--- src/rtl/stop_count_rx.sv ---
// Decoder for the serial stop-delay pulse train: counts pulses, closes a burst on a low-gap
// timeout or tos_mark, and offers the count on valid/ready. Optional macro: STOP_COUNT_RX_SYNC_EN.
module stop_count_rx #(
    parameter int CountWidth = 14,
    parameter int GapCycles  = 4
) (
    input  logic                  clk_tf,
    input  logic                  rst,
    input  logic                  stop_tos_count,
    input  logic                  tos_mark,
    output logic [CountWidth-1:0] count_data,
    output logic                  count_sat,
    output logic                  count_valid,
    input  logic                  count_ready,
    output logic                  overrun_err,
    output logic                  pulse_err,
    output logic                  late_err,
    input  logic                  clr_flags
);
    localparam int GW = $clog2(GapCycles + 1);
    localparam logic [GW-1:0]         GAP_LAST = GW'(GapCycles - 1);
    localparam logic [CountWidth-1:0] CNT_MAX  = {CountWidth{1'b1}};

    typedef enum logic [1:0] {S_QUIET, S_IDLE, S_COUNT} state_e;

    state_e                state_q, state_d;
    logic                  in_q, in_p;
    logic [GW-1:0]         gap_q, gap_d;
    logic [CountWidth-1:0] run_q, run_d;
    logic                  sat_q, sat_d;
    logic [CountWidth-1:0] data_q;
    logic                  osat_q, valid_q;
    logic                  ovr_q, perr_q, lerr_q;
    logic                  din, tos_eff;
    logic                  edge_s, load, late_set, ovr_set, perr_set, xfer;

`ifdef STOP_COUNT_RX_SYNC_EN
    // tos_mark is not metastable-prone; it only rides a matching delay line.
    logic [1:0] sync_q, tos_dly_q;
    always_ff @(posedge clk_tf) begin
        if (rst) begin
            sync_q    <= '0;
            tos_dly_q <= '0;
        end else begin
            sync_q    <= {sync_q[0], stop_tos_count};
            tos_dly_q <= {tos_dly_q[0], tos_mark};
        end
    end
    assign din     = sync_q[1];
    assign tos_eff = tos_dly_q[1];
`else
    assign din     = stop_tos_count;
    assign tos_eff = tos_mark;
`endif

    assign edge_s   = in_q & ~in_p;
    assign xfer     = valid_q & count_ready;
    assign ovr_set  = load & valid_q & ~count_ready;
    assign perr_set = (state_q != S_QUIET) & in_q & in_p;

    always_comb begin
        state_d  = state_q;
        gap_d    = gap_q;
        run_d    = run_q;
        sat_d    = sat_q;
        load     = 1'b0;
        late_set = 1'b0;
        case (state_q)
            S_QUIET: begin
                if (in_q) begin
                    gap_d = '0;
                end else if (gap_q == GAP_LAST) begin
                    gap_d   = '0;
                    state_d = S_IDLE;
                end else begin
                    gap_d = gap_q + 1'b1;
                end
            end
            S_IDLE: begin
                if (edge_s) begin
                    run_d   = CountWidth'(1);
                    sat_d   = 1'b0;
                    gap_d   = '0;
                    state_d = S_COUNT;
                end
            end
            S_COUNT: begin
                if (edge_s) begin
                    gap_d = '0;
                    if (run_q == CNT_MAX) sat_d = 1'b1;
                    else                  run_d = run_q + 1'b1;
                end else if (!in_q) begin
                    gap_d = gap_q + 1'b1;
                end
                // A coincident edge is already folded into run_d, so it is part of the load.
                if (tos_eff) begin
                    load     = 1'b1;
                    late_set = 1'b1;
                    state_d  = S_IDLE;
                end else if (!in_q && gap_q == GAP_LAST) begin
                    load    = 1'b1;
                    state_d = S_IDLE;
                end
            end
            default: state_d = S_QUIET;
        endcase
    end

    always_ff @(posedge clk_tf) begin
        if (rst) begin
            state_q <= S_QUIET;
            in_q    <= 1'b0;
            in_p    <= 1'b0;
            gap_q   <= '0;
            run_q   <= '0;
            sat_q   <= 1'b0;
            data_q  <= '0;
            osat_q  <= 1'b0;
            valid_q <= 1'b0;
            ovr_q   <= 1'b0;
            perr_q  <= 1'b0;
            lerr_q  <= 1'b0;
        end else begin
            state_q <= state_d;
            in_q    <= din;
            in_p    <= in_q;
            gap_q   <= gap_d;
            run_q   <= run_d;
            sat_q   <= sat_d;
            if (load) begin
                data_q  <= run_d;
                osat_q  <= sat_d;
                valid_q <= 1'b1;
            end else if (xfer) begin
                valid_q <= 1'b0;
            end
            ovr_q  <= ovr_set  | (ovr_q  & ~clr_flags);
            perr_q <= perr_set | (perr_q & ~clr_flags);
            lerr_q <= late_set | (lerr_q & ~clr_flags);
        end
    end

    assign count_data  = data_q;
    assign count_sat   = osat_q;
    assign count_valid = valid_q;
    assign overrun_err = ovr_q;
    assign pulse_err   = perr_q;
    assign late_err    = lerr_q;
endmodule

--- config.mk ---
export PLATFORM = sky130hd
export DESIGN_NAME = stop_count_rx
export DESIGN_NICKNAME = d
export VERILOG_FILES = /design/src/rtl/stop_count_rx.sv
export SDC_FILE = /design/constraint.sdc
export NUM_CORES = 1
export LEC_CHECK = 0
export CAP_MARGIN = 20
export CORE_MARGIN = 5
export CORE_UTILIZATION = 50
export CTS_BUF_LIST = sky130_fd_sc_hd__clkbuf_4 sky130_fd_sc_hd__clkbuf_8
export DETAILED_ROUTE_END_ITERATION = 6
export PLACE_DENSITY = 0.74
export SLEW_MARGIN = 30
export SYNTH_ARGS = -nofsm -noshare
export SYNTH_HDL_FRONTEND = slang
export SYNTH_SLANG_ARGS = --single-unit
--- constraint.sdc ---
create_clock -name clk_tf -period 2.5 [get_ports clk_tf]
set_clock_uncertainty 0.2 [all_clocks]
set_input_delay 0.75 -clock clk_tf [delete_from_list [all_inputs] [get_ports clk_tf]]
set_output_delay 0.75 -clock clk_tf [all_outputs]
set_load 0.005 [all_outputs]
# --- Word level (Yosys, flattened, before mapping) ---
# Cells that the tools add are included.
word_totals:
  reg_bits: 41
  output_inout_bits: 19
classes:
  n_addsub: 2
  eq_ne: 9
  muxes: 27
  bitwise: 15
  reduce_logical: 8
ops:
  columns: ["op", "n"]
  rows:
  - ["two-way mux 14 bit", 3]
  - ["case mux 14 bit (2 select lines)", 1]
  - ["two-way mux 3 bit", 5]
  - ["adder 14 x 1 -> 14 bit, second input constant", 1]
  - ["equality test 14 bit, second input constant", 1]
  - ["two-way mux 1 bit", 10]
  - ["two-way mux 2 bit", 5]
  - ["bitwise AND 1 bit", 9]
  - ["case mux 3 bit (3 select lines)", 1]
  - ["inequality test 2 bit, second input constant", 3]
  - ["inequality test 3 bit, second input constant", 2]
  - ["case mux 2 bit (3 select lines)", 1]
  - ["AND reduction 4 bit", 1]
  - ["nonzero test 2 bit", 2]
  - ["adder 3 x 1 -> 3 bit, second input constant", 1]
  - ["equality test 3 x 2 -> 1 bit, second input constant", 1]
  - ["inverter 1 bit", 3]
  - ["bitwise OR 1 bit", 3]
  - ["AND reduction 3 bit", 1]
  - ["nonzero test 3 bit", 1]
  - ["equality test 2 x 1 -> 1 bit, second input constant", 1]
  - ["equality test 2 bit, second input constant", 1]
  - ["zero test 2 bit", 1]
  - ["case mux 1 bit (2 select lines)", 1]
  - ["2 further kinds", 2]

# --- Longest topological paths before layout ---
# Gate-level depths: netlist (run 1).
logic_depth:
  word_depth: 8
  mapped_depth: 8
  depth_no_buf: 7

# --- Worst setup path after synthesis (run 1) ---
# OpenSTA, ideal clock, no wires.
synth_path:
  kind: "register -> register"
  start: "register run_q[0]"
  end: "register data_q[1] (netlist: count_data[1])"
  t_arrival_ns: 1.873
  t_required_ns: 2.163
  path_slack_ns: 0.290
  stages_incl_launch_ff: 8
  cell_sequence: "dfxtp_1 ha_1 nand3_2 or4_1 buf_2 and4_4 a31oi_1 a211oi_1"
synth_between:
  elab_chain_len: 4
  word_cells_on_any_way: 5
synth_lines:
  columns: ["element", "line", "text"]
  rows:
  - ["start: declaration", "29", "logic [CountWidth-1:0] run_q, run_d;"]
  - ["start signal: assignment", "128", "run_q <= run_d;"]
  - ["adder 14 x 1 -> 14 bit or equality test 14 bit (tied branches)", "91, 90", null]
  - ["two-way mux 14 bit *", "90", "if (run_q == CNT_MAX) sat_d = 1'b1;"]
  - ["two-way mux 14 bit *", "88", "if (edge_s) begin"]
  - ["case mux 14 bit (2 select lines) *", "68", "case (state_q)"]
  - ["end signal: assignment", "131", "data_q <= run_d;"]
  - ["end: declaration", "31", "logic [CountWidth-1:0] data_q;"]
# Every way passes the cells marked *; elsewhere a longest branch is shown, timed or not.
# A chain may end at the register's enable or synchronous reset.

# --- Worst setup path after layout (run 1) ---
layout_path:
  start: "register run_q[1]"
  end: "register data_q[7] (netlist: count_data[7])"
# The elaborated chain is that of the path after synthesis.

==> flow_summary.json, run 1 <==
{
  "status": "completed",
  "combPwrFrac_pct": 20.7,
  "synth_area_leaders": "dfxtp_1 (37%), nor2_1 (6.2%), ha_1 (4.6%), a21oi_1 (3.7%), nand2_1 (3.4%)",
  "avgSynthCellArea_sq_um": 8.21,
  "wl_per_cell_um": 15.7,
  "core_sq_mm": 0.00429,
  "synthCells": 267,
  "cts_setup_buffers": 0,
  "clock-sinks": 41,
  "hold_viol_final": 0,
  "setup_viol": 0,
  "h-tree-depth": 2,
  "fp-row-count": 24,
  "worst_pin_slew_ns": 0.704,
  "drive_above_1_share_pct": 12.6,
  "synth_edf_count": 0,
  "yosys.area.top_type_share_pct": 37.4,
  "finalMaxSlewViolations": 0,
  "grt_max_degree": 19,
  "setup_ws_ns": 0.231,
  "max_cap_violations": 0,
  "ys.flop_type": "dfxtp_1",
  "p_clk_share_pct": 31.0,
  "grt_pass1_wl_mm": 9.77,
  "post_dp_cell_area_sq_mm": 0.00257,
  "viasPerCell": 5.76,
  "drt_iter0_drc": 159,
  "synth.most_common_cell": "dfxtp_1",
  "ir_drop_uv": 352,
  "clk_path_buf_depth": 2,
  "cts_resized": 0,
  "ys_seq_area_share_pct": 37.4,
  "ys.warnings.count": 0,
  "dr.pass1.iters": 4,
  "wl_mm": 5.55,
  "min_path_type": "reg -> reg",
  "finalWeightedCongestion": 0.931,
  "ios": 25,
  "cts_hold_buffers": 0,
  "cp-end-kind": "flip-flop",
  "p_int_w": 0.00103,
  "root_buffer": "clkbuf_8",
  "criticalPathCategory": "reg -> reg",
  "grtUsageTotal_pct": 20.4,
  "pre_cts_ws_ns": 0.114,
  "fmax_mhz": 441,
  "netlist_area_sq_mm": 0.00219,
  "p_seq_share_pct": 48.3,
  "synth.cells.most_frequent": "dfxtp_1 (41), nor2_1 (36), nand2_1 (20)",
  "grt_pass1_vias": 2067,
  "cts_tree": "built",
  "diodes": 0,
  "die_w_um": 76.2,
  "relSlewSlack_pct": 52.6,
  "period_share_pct": 90.8,
  "clkTransAtPathRegs_ns": 0.07,
  "yosysUniqueCellTypes": 50,
  "power.switching_w": 0.000416,
  "nets": 315,
  "synth_fp_nets": 281,
  "design.die.area_sq_mm": 0.00581,
  "critPathLaunchType": "flip-flop",
  "cp_max_fo": 7,
  "dp_hpwl_mm": 4.27,
  "placed_cells": 346,
  "die_y_um": 76.2,
  "stdcell_count": 354,
  "drc_errors": 0,
  "p_per_area_mw_per_mm2": 541,
  "grt-ovfl-total": 0,
  "critical_path_arrival_ns": 2.28,
  "start_util_pct": 51.0,
  "vias": 2038,
  "final.setup.tns_ns": 0,
  "cts_made_buffers": 5,
  "synthToLayoutAreaGrowth_pct": 21.7,
  "io_buffer_count": 24,
  "crit_required_ns": 2.51,
  "rsz0062_at_grt": "no",
  "ys_seq_elements": 41,
  "p_leak_nw": 0.905,
  "finalCriticalPeriod_ns": 2.27,
  "synth_top_cell_by_area": "dfxtp_1",
  "antenna_found_initial": 0,
  "postRouteAntennaNets": 0,
  "insertion_delay_ns": 0.29,
  "sw_frac_of_total_pct": 28.8,
  "final_area_sq_mm": 0.00267,
  "async_flop_share_pct": 0
}
==> stage by stage <==
step / utilization (%) / total power, W / hold slack (ns)
5_1_grt: 62.2 / 0.00153 / 0.270
3_3_place_gp: 59.9 / 0.00101 / 0.246
3_5_place_dp: 59.9 / 0.00101 / 0.251
2_1_floorplan: - / 0.000905 / 0.253
4_1_cts: 62.0 / 0.00146 / 0.261
6_report: 62.2 / 0.00144 / 0.260
==> path summary, 6_finish.rpt <==
check,start,endpoint,slack [ns],cells past startpoint
setup reg to reg,run_q[1]$_SDFF_PP0_,count_data[7]$_SDFFE_PP0P_,0.23,7
hold / removal,count_sat$_SDFFE_PP0P_,count_sat$_SDFFE_PP0P_,0.26,2
setup / recovery,run_q[1]$_SDFF_PP0_,count_data[7]$_SDFFE_PP0P_,0.23,7
hold reg to reg,count_sat$_SDFFE_PP0P_,count_sat$_SDFFE_PP0P_,0.26,2
==> logic make-up after synthesis <==
family	Yosys count	share of synthesized area, %
compound gates	64	19.7
xor+xnor	1	0.400
fa+ha+maj	8	4.57
buf+inv	27	4.97
flops	41	37.4
mux	4	1.88
simple gates	122	31.1
==> per-layer routing <==
layer / track usage [%] / share of wire, % / vias up
li1: - / - / 1042
met1: 25.9 / 45 / 947
met2: 34.0 / 48 / 45
met3: 4.37 / 5.3 / 4
met4: 7.17 / 1.2 / 0
met5: 0 / 0 / -
==> layout by cell type, fill, tap and decap left out, drive strengths merged, types with 2 or more instances in the layout <==
cell           instances
o21ai                  7
clkdlybuf4s50         24
dfxtp                 41
nor4                   6
nand4                  8
inv                   11
ha                     8
and4                   3
nor2                  36
a31oi                  8
o41ai                  2
a211oi                12
or3                    5
buf                   19
o22ai                  3
clkbuf                 8
and2                   3
mux2i                  3
nand2b                 8
nor2b                  5
nand2                 20
nor3                   8
nand3                  7
o21a                   2
a22oi                  4
nand3b                 7
a311oi                 2
o31ai                  2
a21oi                 16
==> power groups by stage <==
stage                     clock, W  combinational [W]  sequential, W
after floorplan                  0           0.000196       0.000709
after CTS                 0.000464           0.000298       0.000698
final                     0.000448           0.000298       0.000698
after detailed placement         0           0.000297       0.000713
after global routing      0.000493           0.000339       0.000702
after global placement           0           0.000295       0.000713
==> sequential cells by signal, indices dropped and copies added (netlist names) <==
| name | cells |
|---|---|
| state_q | 2 |
| pulse_err | 1 |
| sat_q | 1 |
| in_q | 1 |
| count_data | 14 |
| count_valid | 1 |
| gap_q | 3 |
| late_err | 1 |
| run_q | 14 |
| in_p | 1 |
| overrun_err | 1 |
| count_sat | 1 |
==> layout make-up <==
cell class	instances	area, sq um
Clock buffer	8	91.3
Sequential cell	41	821
Inverter	11	41.3
Fill cell	399	1630
Tap cell	52	65.1
Timing Repair Buffer	43	383
Multi-Input combinational cell	199	1270
==> worst max-delay path: stages (launching register included) <==
cell	delay, ns
dfxtp_1	0.38
ha_1	0.23
nand3_2	0.10
buf_4	0.18
or3_1	0.41
and2_1	0.20
mux2_1	0.31
nor3_1	0.18
No activity file was read; power rests on OpenSTA's default activity.
==> inputs of run 2 (changes only) <==
--- a/config.mk
+++ b/config.mk
@@ -6,6 +6,7 @@
 export NUM_CORES = 1
 export LEC_CHECK = 0
 export CAP_MARGIN = 20
+export CORE_ASPECT_RATIO = 2
 export CORE_MARGIN = 5
 export CORE_UTILIZATION = 50
 export CTS_BUF_LIST = sky130_fd_sc_hd__clkbuf_4 sky130_fd_sc_hd__clkbuf_8
==> run 2 against run 1 <==
Flip-flop and latch count unchanged. Clock power up 41%. Maximum frequency down 4.9%. Largest cell class unchanged.
==> flow_summary.json, run 2 (synthesis gave the netlist of run 1 again) <==
{
  "grtUsageTotal_pct": 21.1,
  "setup_viol": 0,
  "core_sq_mm": 0.00430,
  "fillers": 386,
  "start_util_pct": 51.0,
  "grt_pass1_vias": 2097,
  "die_w_um": 56.8,
  "clk_path_buf_depth": 2,
  "critPathLaunchType": "flip-flop",
  "rr_startpoint": "state_q[0]$_SDFFE_PP0P_",
  "ir_drop_uv": 457,
  "final_common_cell": "dfxtp_1",
  "finalWeightedCongestion": 0.945,
  "clock-sinks": 41,
  "holdPathStages": 2,
  "finalMaxSlewViolations": 0,
  "cp_max_fo": 5,
  "p_per_area_mw_per_mm2": 604,
  "cts_setup_buffers": 0,
  "drc_errors": 0,
  "cts_tree": "built",
  "drt_iter0_drc": 67,
  "r2r_end": "count_data[7]$_SDFFE_PP0P_",
  "min_to": "count_sat$_SDFFE_PP0P_",
  "ios": 25,
  "dp_hpwl_mm": 4.57,
  "grt_pass1_wl_mm": 9.95,
  "grt_max_degree": 20,
  "crit_required_ns": 2.52,
  "wl_per_cell_um": 16.6,
  "final_cell_mix": "dfxtp_1 (41), nor2_1 (36), clkdlybuf4s50_1 (24), nand2_1 (20), buf_4 (17)",
  "fmax_mhz": 419,
  "criticalPathCategory": "reg -> reg",
  "nets": 313,
  "h-tree-depth": 2,
  "relSlewSlack_pct": 63.4,
  "die_y_um": 104,
  "rsz0062_at_grt": "no",
  "synthToLayoutAreaGrowth_pct": 23.1,
  "min_from": "count_sat$_SDFFE_PP0P_",
  "grt-ovfl-total": 0,
  "fp-row-count": 34,
  "critical_path_arrival_ns": 2.41,
  "io_buffer_count": 24,
  "antenna_found_initial": 0,
  "vias": 2094,
  "viasPerCell": 5.92,
  "p_leak_nw": 0.914,
  "dr.pass1.iters": 4,
  "reg2reg_slack_ns": 0.11,
  "worst_pin_slew_ns": 0.549,
  "setup_ws_ns": 0.114,
  "cp-end-kind": "flip-flop",
  "clkTransAtPathRegs_ns": 0.09,
  "period_share_pct": 95.4,
  "diodes": 0,
  "insertion_delay_ns": 0.30,
  "pre_cts_ws_ns": 0.0410,
  "drive_above_1_share_pct": 12.0,
  "postRouteAntennaNets": 0,
  "finalCriticalPeriod_ns": 2.39,
  "status": "completed",
  "wl_mm": 5.86,
  "max_cap_violations": 0,
  "design.die.area_sq_mm": 0.00589,
  "root_buffer": "clkbuf_8",
  "ff2ff_path_depth": 7,
  "hold_viol_final": 0,
  "min_path_type": "reg -> reg",
  "cts_made_buffers": 5,
  "final.setup.tns_ns": 0
}
==> run 2: metrics by stage <==
step           total power (W)  utilization (%)  std cells  cell area (sq um)  hold WS [ns]
6_report               0.00163             62.8        354               2700         0.259
5_1_grt                0.00171             62.8        354               2700         0.288
4_1_cts                0.00164             62.7        354               2690         0.267
3_5_place_dp           0.00101             59.6        346               2560         0.256
3_3_place_gp           0.00101             59.6        346               2560         0.244
2_1_floorplan         0.000905                -        267               2190         0.253
==> run 2: repair_timing <==
| action | 4_1_cts | 5_1_grt |
|---|---|---|
| resized for setup | 0 | 1 |
| endpoints found under the hold margin | 0 | 0 |
| endpoints found under the setup margin | 0 | 2 |
| hold buffers | 0 | 0 |
==> run 2: worst max-delay path by stage <==
stage,from,slack (ns),to,cells past startpoint
floorplan,run_q[0]$_SDFF_PP0_,0.29,count_data[1]$_SDFFE_PP0P_,7
CTS,state_q[0]$_SDFFE_PP0P_,0.09,count_data[7]$_SDFFE_PP0P_,7
detailed placement,tos_mark,0.04,count_data[5]$_SDFFE_PP0P_,5
global route,state_q[0]$_SDFFE_PP0P_,0.03,count_data[6]$_SDFFE_PP0P_,7
global placement,tos_mark,0.15,state_q[0]$_SDFFE_PP0P_,6
finish,state_q[0]$_SDFFE_PP0P_,0.11,count_data[7]$_SDFFE_PP0P_,7
==> run 2: report_power, final <==
group          switching, W  internal (W)  total [W]  leakage, nW
combinational      0.000181      0.000122   0.000303        0.515
clock              0.000233      0.000397   0.000630       0.0681
sequential        0.0000191      0.000679   0.000698        0.331
total              0.000433       0.00120    0.00163        0.914
==> run 2: layout make-up <==
type / count / area [sq um] / area share [%]
multi-input cells: 199 / 1270 / 47.0
inverters: 11 / 41.3 / 1.53
repair buffers: 41 / 368 / 13.6
clock buffers: 5 / 68.8 / 2.55
flip-flops and latches: 41 / 821 / 30.4
clock inverters: 3 / 65.1 / 2.41
well taps: 54 / 67.6 / 2.50
==> run 2: routing by layer <==
layer	part of all wire (%)	up-vias	global-route usage, %
met5	0	-	0
met4	4.9	0	12.1
met2	54	47	38.2
met1	38	989	22.2
met3	3.1	22	3.24
li1	-	1036	-
==> run 2: critical path, stage by stage, from the launching register on <==
cell,delay (ns)
dfxtp_1,0.39
inv_1,0.09
ha_1,0.33
nand3b_1,0.25
nor3_2,0.29
and2_1,0.24
mux2_1,0.33
nor3_1,0.18
